<file path="src/rtl/sprscan.sv">
// sprscan - per-scanline sprite evaluator.
//
// At each line start this block walks all 64 sprite slots through the
// asynchronous read port of the sprite attribute RAM, decides which sprites
// cover the requested scanline and hands each hit to the line renderer over
// a valid/ready handshake. Hits leave in ascending slot order, so lower slots
// reach the renderer first and win drawing precedence.
//
// Ports:
//   clk_i, rst_ni        video clock, asynchronous active-low reset
//   line_start_i, line_i one-cycle scan request and the scanline to evaluate
//   spr_sel_o            attribute RAM read address (sprite slot)
//   spr_*_i              attributes of slot spr_sel_o, valid in the same cycle
//   out_valid_o/ready_i  hit handshake
//   out_*_o              hit payload (x, tile index, tile row, palette, flags)
//   busy_o               scan in progress (SCAN or HOLD)
//   done_o               one-cycle pulse when a scan completes normally
//   overflow_o           the last line had more than MAX_PER_LINE hits

module sprscan #(
  parameter int MAX_PER_LINE = 16
) (
  input  logic       clk_i,
  input  logic       rst_ni,
  input  logic       line_start_i,
  input  logic [7:0] line_i,
  output logic [5:0] spr_sel_o,
  input  logic [8:0] spr_x_i,
  input  logic [7:0] spr_y_i,
  input  logic [9:0] spr_idx_i,
  input  logic       spr_priority_i,
  input  logic [1:0] spr_palette_i,
  input  logic       spr_h16_i,
  input  logic       spr_vflip_i,
  input  logic       spr_hflip_i,
  output logic       out_valid_o,
  input  logic       out_ready_i,
  output logic [8:0] out_x_o,
  output logic [9:0] out_idx_o,
  output logic [2:0] out_row_o,
  output logic [1:0] out_palette_o,
  output logic       out_priority_o,
  output logic       out_hflip_o,
  output logic       busy_o,
  output logic       done_o,
  output logic       overflow_o
);

  typedef enum logic [1:0] {
    IDLE = 2'd0,
    SCAN = 2'd1,
    HOLD = 2'd2,
    FIN  = 2'd3
  } state_t;

  // Hit counter must reach MAX_PER_LINE, which can be as large as 64.
  localparam int CNT_W = 7;

  state_t           state_q;
  logic [5:0]       spr_sel_q;
  logic [7:0]       line_q;
  logic [CNT_W-1:0] cnt_q;
  logic             out_valid_q;
  logic             done_q;
  logic             overflow_q;
  logic [8:0]       out_x_q;
  logic [9:0]       out_idx_q;
  logic [2:0]       out_row_q;
  logic [1:0]       out_palette_q;
  logic             out_priority_q;
  logic             out_hflip_q;

  logic [7:0]       dy;
  logic [7:0]       height;
  logic [3:0]       heightM1;
  logic             hit;
  logic [3:0]       row_d;
  logic [9:0]       idx_d;
  logic             lastSlot;
  logic             countFull;

  // Vertical intersection test for the slot currently on the RAM read port.
  // The subtraction wraps mod 256, so a sprite whose top sits near line 255
  // naturally covers the first lines of the next frame area. For a vertically
  // flipped sprite the row counts back from the bottom; a 16-line sprite is
  // two stacked 8-row tiles, and the lower tile is the next tile index.
  always_comb begin
    dy        = line_q - spr_y_i;
    height    = spr_h16_i ? 8'd16 : 8'd8;
    heightM1  = spr_h16_i ? 4'd15 : 4'd7;
    hit       = (dy < height);
    row_d     = spr_vflip_i ? (heightM1 - dy[3:0]) : dy[3:0];
    idx_d     = spr_idx_i + {9'd0, spr_h16_i & row_d[3]};
    lastSlot  = (spr_sel_q == 6'd63);
    countFull = (cnt_q == CNT_W'(MAX_PER_LINE));
  end

  // Scan sequencer. A line_start in any state restarts the scan from slot 0,
  // which also abandons a pending hit without a done pulse. done is only
  // raised on the transition into FIN, so it lasts exactly one cycle and can
  // never coincide with out_valid.
  always_ff @(posedge clk_i or negedge rst_ni) begin
    if (!rst_ni) begin
      state_q        <= IDLE;
      spr_sel_q      <= 6'd0;
      line_q         <= 8'd0;
      cnt_q          <= '0;
      out_valid_q    <= 1'b0;
      done_q         <= 1'b0;
      overflow_q     <= 1'b0;
      out_x_q        <= 9'd0;
      out_idx_q      <= 10'd0;
      out_row_q      <= 3'd0;
      out_palette_q  <= 2'd0;
      out_priority_q <= 1'b0;
      out_hflip_q    <= 1'b0;
    end else begin
      done_q <= 1'b0;
      if (line_start_i) begin
        line_q      <= line_i;
        spr_sel_q   <= 6'd0;
        cnt_q       <= '0;
        overflow_q  <= 1'b0;
        out_valid_q <= 1'b0;
        state_q     <= SCAN;
      end else begin
        case (state_q)
          IDLE: begin
          end
          SCAN: begin
            if (!hit) begin
              if (lastSlot) begin
                state_q <= FIN;
                done_q  <= 1'b1;
              end else begin
                spr_sel_q <= spr_sel_q + 6'd1;
              end
            end else if (countFull) begin
              // Budget exhausted: remaining slots are left unvisited.
              overflow_q <= 1'b1;
              state_q    <= FIN;
              done_q     <= 1'b1;
            end else begin
              out_x_q        <= spr_x_i;
              out_idx_q      <= idx_d;
              out_row_q      <= row_d[2:0];
              out_palette_q  <= spr_palette_i;
              out_priority_q <= spr_priority_i;
              out_hflip_q    <= spr_hflip_i;
              out_valid_q    <= 1'b1;
              state_q        <= HOLD;
            end
          end
          HOLD: begin
            if (out_ready_i) begin
              out_valid_q <= 1'b0;
              cnt_q       <= cnt_q + CNT_W'(1);
              if (lastSlot) begin
                state_q <= FIN;
                done_q  <= 1'b1;
              end else begin
                spr_sel_q <= spr_sel_q + 6'd1;
                state_q   <= SCAN;
              end
            end
          end
          FIN: begin
            state_q <= IDLE;
          end
          default: begin
            state_q <= IDLE;
          end
        endcase
      end
    end
  end

  assign spr_sel_o      = spr_sel_q;
  assign out_valid_o    = out_valid_q;
  assign out_x_o        = out_x_q;
  assign out_idx_o      = out_idx_q;
  assign out_row_o      = out_row_q;
  assign out_palette_o  = out_palette_q;
  assign out_priority_o = out_priority_q;
  assign out_hflip_o    = out_hflip_q;
  assign busy_o         = (state_q == SCAN) || (state_q == HOLD);
  assign done_o         = done_q;
  assign overflow_o     = overflow_q;

endmodule

</file>
<file path="config.mk">
export PLATFORM = sky130hd
export DESIGN_NAME = sprscan
export DESIGN_NICKNAME = d
export VERILOG_FILES = /design/src/rtl/sprscan.sv
export SDC_FILE = /design/constraint.sdc
export NUM_CORES = 1
export LEC_CHECK = 0
export BUFFER_PORTS_ARGS = -buffer_cell sky130_fd_sc_hd__clkbuf_2
export CORE_AREA = 10 10 91 132
export DETAILED_ROUTE_END_ITERATION = 7
export DIE_AREA = 0 0 101 142
export PLACE_DENSITY = 0.58
export SETUP_SLACK_MARGIN = 0.4
export SLEW_MARGIN = 20
export SYNTH_ARGS = -nofsm -noshare
export SYNTH_HDL_FRONTEND = slang
export SYNTH_SLANG_ARGS = --single-unit
</file>
<file path="constraint.sdc">
create_clock -name clk_i -period 4.9 [get_ports clk_i]
set_clock_uncertainty 0.1 [all_clocks]
set_input_delay 0.49 -clock clk_i [delete_from_list [all_inputs] [get_ports clk_i]]
set_output_delay 0.49 -clock clk_i [all_outputs]
set_load 0.01 [all_outputs]
</file>
==> results of run 1 <==
## power groups by stage
| stage | combinational, mW | sequential, mW | clock, mW |
|---|---|---|---|
| finish | 0.604 | 0.641 | 0.398 |
| global route | 0.672 | 0.664 | 0.425 |
| CTS | 0.610 | 0.643 | 0.415 |
| detailed placement | 0.606 | 0.650 | 0 |
| global placement | 0.592 | 0.649 | 0 |
| floorplan | 0.338 | 0.690 | 0 |
## cell families (layout without fill, tap and decap cells)
group           Yosys count  count (layout)
fa+ha+maj                19              19
simple gates             67              68
mux                      40              40
xor+xnor                 20              20
buf+inv                  28             110
flops                    52              52
compound gates           38              38
## Yosys cell counts, drive strengths merged, types with 3 or more instances
library cell,instances,area share
dfrtp,52,0.43
mux2,38,0.17
inv,19,0.024
ha,18,0.075
nor2,18,0.023
a21oi,12,0.020
xnor2,12,0.035
nand2,11,0.014
nand3,11,0.023
xor2,8,0.023
nor2b,6,0.013
and3,5,0.010
clkbuf,5,0.0063
nand2b,5,0.010
o21ai,5,0.0083
a21o,4,0.010
buf,4,0.011
nand4,3,0.0063
## routing by layer
| metal | track usage | vias to the layer above |
|---|---|---|
| met5 | 0 | - |
| met4 | 0.0331 | 0 |
| met3 | 0.0297 | 4 |
| met2 | 0.176 | 56 |
| met1 | 0.108 | 1094 |
| li1 | - | 1084 |
## metrics by stage
| stage | total power [mW] | instances | cell area (sq um) |
|---|---|---|---|
| detailed placement | 1.26 | 451 | 3500 |
| CTS | 1.67 | 459 | 3670 |
| global placement | 1.24 | 451 | 3500 |
| floorplan | 1.03 | 264 | 3000 |
| finish | 1.64 | 462 | 3700 |
| global route | 1.76 | 462 | 3700 |
## sequential cells by signal (all words and copies together) (netlist names)
name,flops
state_q,2
out_idx_o,10
out_priority_o,1
out_palette_o,2
cnt_q,7
overflow_o,1
out_hflip_o,1
spr_sel_o,6
done_o,1
out_valid_o,1
line_q,8
out_row_o,3
out_x_o,9
## path summary, 6_finish.rpt
check,endpoint,startpoint
setup / recovery,out_x_o[6],line_q[0]
hold / removal,out_idx_o[3],rst_ni
setup reg to reg,out_x_o[6],line_q[0]
hold reg to reg,out_hflip_o,out_hflip_o
max in group asynchronous,line_q[6],rst_ni
min in group clk_i,line_q[0],line_i[0]
## critical path, stage by stage (launching register included)
cell and delay (ns):
dfrtp_1 0.36, inv_1 0.10, ha_1 0.15, inv_1 0.05, fa_1 0.40, a21o_1 0.19, a21oi_1 0.17, xnor2_1 0.13
ha_1 0.24, a21oi_1 0.19, or4b_4 0.50, a221oi_4 0.29, buf_4 0.24, nand3_4 0.24, mux2_4 0.38
## cell usage in the layout (no fill, tap or decap), types with 2 or more instances in the layout
cell       synthesis  routed
clkbuf_2           0      80
dfrtp_1           52      52
mux2_4            20      20
inv_1             19      19
nor2_1            18      18
mux2_2            18      18
ha_1              18      18
a21oi_1           12      12
xnor2_1           12      12
nand2_1           11      11
nand3_1           10      10
xor2_1             8       8
nor2b_1            6       6
nand2b_1           5       5
and3_1             5       5
o21ai_0            5       5
clkbuf_16          0       5
a21o_1             4       4
nand4_1            3       3
buf_4              1       3
o211ai_1           2       2
mux2i_1            2       2
o22ai_1            2       2
nand3_4            1       2
a211oi_1           2       2
or3_1              2       2
## area by class of cell
| cell class | count | area [sq um] |
|---|---|---|
| timing repair buffer | 83 | 423 |
| multi-input combinational | 185 | 1590 |
| clock inverter | 3 | 42.5 |
| tap | 115 | 144 |
| fill | 952 | 5940 |
| inverter | 19 | 71.3 |
| sequential | 52 | 1300 |
| clock buffer | 5 | 125 |
## what timing repair did
item / in CTS / in global routing
hold endpoints to repair: 0 / 0
setup endpoints to repair: 0 / 26
hold buffers: 0 / 0
resized for setup: 0 / 1
setup buffers: 0 / 2
==> flow_summary.json, run 1 <==
{
  "status": "finished clean",
  "async_flop_share": 1.00,
  "post-dp-hpwl_um": 5440,
  "switchingPower_mw": 0.526,
  "synth-edff-count": 0,
  "wl_met2_um": 3780,
  "initialDrtViolationCount": 48,
  "met1_length_um": 2930,
  "synth_compound_area_frac": 0.0901,
  "first_pass_iters": 4,
  "initial_utilization": 0.311,
  "ys_warn_count": 0,
  "synth_seq_area_share": 0.434,
  "p_comb_frac": 0.368,
  "cts_num_sinks": 52,
  "die_area_sq_um": 14300,
  "io_pins": 81,
  "setup_tns_ns": 0,
  "antenna_found_initial": 0,
  "power.density_nw_per_um2": 444,
  "ys_ff_latch": 52,
  "core_sq_um": 9630,
  "fmax_ghz": 0.259,
  "ff2ff_path_depth": 14,
  "port_buffers": 80,
  "setup.worst_path.class": "flop to flop",
  "vias": 2238,
  "rrSetupSlack_ns": 1.04,
  "worst_pin_slew_ns": 0.722,
  "crit_path_start_kind": "flop",
  "synthAdderAreaFrac": 0.0818,
  "sw_frac_of_total": 0.320,
  "place_congestion": 0.793,
  "synth-xor-area-share": 0.0584,
  "slew_headroom": 0.519,
  "cp.required_ns": 4.98,
  "synth_ff_type": "dfrtp_1",
  "grtUsageTotal": 0.0988,
  "die_y_um": 142,
  "min_path_type": "primary input to asynchronous set/reset pin",
  "p_seq_frac": 0.390,
  "synthesis.area_sq_um": 3000,
  "overflow": 0,
  "p_leak_nw": 1.91,
  "pre_cts_ws_ns": 0.450,
  "wl_per_cell_um": 15.6,
  "holdWs_ns": 0.220,
  "post-route-util": 0.384,
  "fp.dieW_um": 101,
  "grt_start_max_net_pins": 53,
  "synth_top_family_by_area": "multiplexers",
  "setup_viol": 0,
  "critPathCaptureType": "flop",
  "num_rows": 44,
  "antenna_cells": 0,
  "cts_tree": "yes",
  "fin_crit_ns": 3.86,
  "clockRootBuffer": "clkbuf_16",
  "ant_nets": 0,
  "syn_nets": 328,
  "ir_drop_v": 0.000269,
  "wl_met3_um": 435,
  "clockBufferDepth": 2,
  "synth.area.mux_share": 0.174,
  "yosysUniqueCellTypes": 45,
  "setup_slack_ns": 1.04,
  "numCtsBuffers": 5,
  "synthesis.instances": 264,
  "rsz0062_at_grt": "no",
  "finalNetCount": 410,
  "top_layer_used": "met4",
  "arrival_ns": 3.94,
  "synth_simple_gate_area_share": 0.120,
  "grt_pass1_wl_um": 11600,
  "vias_per_cell": 4.84,
  "cap_violations": 0,
  "drv_slew": 0,
  "hold_viol_final": 0,
  "drive_above_1_share": 0.386,
  "clk_pin_slew_ns": 0.07,
  "clock_latency_ns": 0.29,
  "syn_to_final_growth_pct": 23.3,
  "wirelength_um": 7230,
  "p_clk_frac": 0.242,
  "grt_pass1_vias": 2428,
  "intPower_mw": 1.12,
  "drcViolationCount": 0,
  "htreeDepth": 2,
  "synth.avg_cell_area_sq_um": 11.4,
  "period_share": 0.787,
  "worstPathMaxFanout": 13
}
(Power assumes the default switching activity.)
==> run 2, diff against run 1 <==
PLACE_DENSITY = 0.6   (was 0.58)
clock period = 3.53 ns   (was 4.9 ns; I/O delays follow)
==> run 2 against run 1 <==
Net effect:
- worst hold slack worse by 0.18 ns
- first-iteration DRC count up 48%
- sequential power up 38%
- critical path type unchanged
- critical path depth unchanged
- non-clock buffer count up 3
- final area up 1.7%
- the run now ends with negative setup slack left
- wire length down 3.6%
==> flow_summary.json, run 2 (synthesis gave the netlist of run 1 again) <==
{
  "status": "finished, violations left",
  "violations": "negative setup slack",
  "cts_num_sinks": 52,
  "fmax_ghz": 0.280,
  "vias_per_cell": 4.76,
  "core_sq_um": 9630,
  "initialDrtViolationCount": 71,
  "drv_slew": 0,
  "path_cells": "inv_2 -> ha_4 -> inv_2 -> fa_2 -> a21o_1 -> a21oi_2 -> xnor2_1 -> ha_1 -> a21oi_2 -> or4b_4 -> a221oi_4 -> nand3_4 -> buf_12 -> mux2_4",
  "final_cell_mix": "clkbuf_2 (80), dfrtp_1 (52), mux2_4 (20), nor2_1 (18), mux2_2 (18)",
  "cpLargestDelayFamily": "compound AO/OA/AOI/OAI gates",
  "syn_to_final_growth_pct": 25.4,
  "clockBufferDepth": 2,
  "period_share": 1.01,
  "antenna_found_initial": 0,
  "drcViolationCount": 0,
  "finalNetCount": 412,
  "cts_tree": "yes",
  "fin_crit_ns": 3.58,
  "clk_pin_slew_ns": 0.07,
  "fp.dieW_um": 101,
  "grt_start_max_net_pins": 35,
  "post-dp-hpwl_um": 5560,
  "clockRootBuffer": "clkbuf_16",
  "wl_per_cell_um": 15.0,
  "register_area_sq_um": 1300,
  "slew_headroom": 0.456,
  "die_y_um": 142,
  "p_leak_nw": 1.93,
  "grt_pass1_vias": 2392,
  "cap_violations": 0,
  "htreeDepth": 2,
  "setup_viol": 23,
  "critPathCaptureType": "flop",
  "worstPathMaxFanout": 26,
  "power.density_nw_per_um2": 610,
  "cp.required_ns": 3.60,
  "wirelength_um": 6970,
  "port_buffers": 80,
  "finalPower_mw": 2.29,
  "largest_reg_flops": 10,
  "overflow": 0,
  "min_path_type": "primary input to asynchronous set/reset pin",
  "antenna_cells": 0,
  "hold_viol_final": 0,
  "critPathBufInv": 3,
  "initial_utilization": 0.311,
  "die_area_sq_um": 14300,
  "ir_drop_v": 0.000330,
  "clock_latency_ns": 0.29,
  "rsz0062_at_grt": "yes",
  "arrival_ns": 3.64,
  "setup.worst_path.class": "flop to flop",
  "layout_commonest_cell": "clkbuf_2",
  "place_congestion": 0.825,
  "numCtsBuffers": 5,
  "setup_slack_ns": -0.0473,
  "fillers": 953,
  "grt_pass1_wl_um": 11600,
  "multiInputGateArea_sq_um": 1620,
  "ant_nets": 0,
  "cp_slowest_cell": "or4b_4",
  "vias": 2210,
  "num_rows": 44,
  "io_pins": 81,
  "worst_pin_slew_ns": 0.816,
  "drive_above_1_share": 0.415,
  "cp_slowest_stage_delay_ns": 0.48,
  "crit_path_start_kind": "flop",
  "post-route-util": 0.390,
  "first_pass_iters": 5,
  "grtUsageTotal": 0.0986,
  "setup_tns_ns": -0.591
}
==> run 2: area by class of cell <==
| type | count | area share |
|---|---|---|
| repair buffers | 86 | 0.123 |
| multi-input cells | 184 | 0.430 |
| clock inverters | 2 | 0.00932 |
| well taps | 115 | 0.0383 |
| clock buffers | 6 | 0.0343 |
| inverters | 19 | 0.0190 |
| flip-flops and latches | 52 | 0.346 |
==> run 2: final timing paths <==
check | startpoint | end | slack, ns | depth (start not counted)
max | line_q[0] | out_x_o[5] | -0.05 | 14
min | rst_ni | out_idx_o[3] | 0.04 | 1
max reg2reg | line_q[0] | out_x_o[5] | -0.05 | 14
min reg2reg | out_hflip_o | out_hflip_o | 0.41 | 1
max in group asynchronous | rst_ni | cnt_q[5] | 2.50 | 2
min in group clk_i | line_i[0] | line_q[0] | 0.18 | 3
==> run 2: metrics by stage <==
step	worst slack [ns]	hold slack [ns]	area, sq um	cells
after floorplan	0.0940	-0.0426	3030	264
after global placement	0.0280	0.387	3560	455
after detailed placement	-0.0838	0.393	3560	455
after CTS	-0.0377	0.0779	3730	463
after global routing	-0.199	0.111	3760	464
final	-0.0473	0.0449	3760	464
==> run 2: report_power, final <==
group | switching, mW | internal [mW]
Sequential | 0.110 | 0.773
Combinational | 0.405 | 0.456
Clock | 0.214 | 0.334
==> run 2: timing repair <==
item,CTS,global route
hold buffers,0,0
buffers inserted,0,1
resized for setup,0,6
pin swaps,0,1
endpoints found under the setup margin,37,37
==> run 2: worst reg2reg max path, delay by kind of cell, from the launching register on <==
family	cells	cell delay [ns]
AO/OA/AOI/OAI	4	0.86
XOR/XNOR	1	0.15
adder cells (fa/ha/maj)	3	0.72
buffers and inverters	3	0.31
flip-flops	1	0.37
multiplexers	1	0.34
AND/OR/NAND/NOR	2	0.60
==> run 2: metal layers <==
layer,part of all wire,vias to the layer above,GRT usage
li1,-,1087,-
met1,0.40,1067,0.106
met2,0.52,49,0.173
met3,0.068,7,0.0335
met4,0.014,0,0.0346
met5,0,-,0
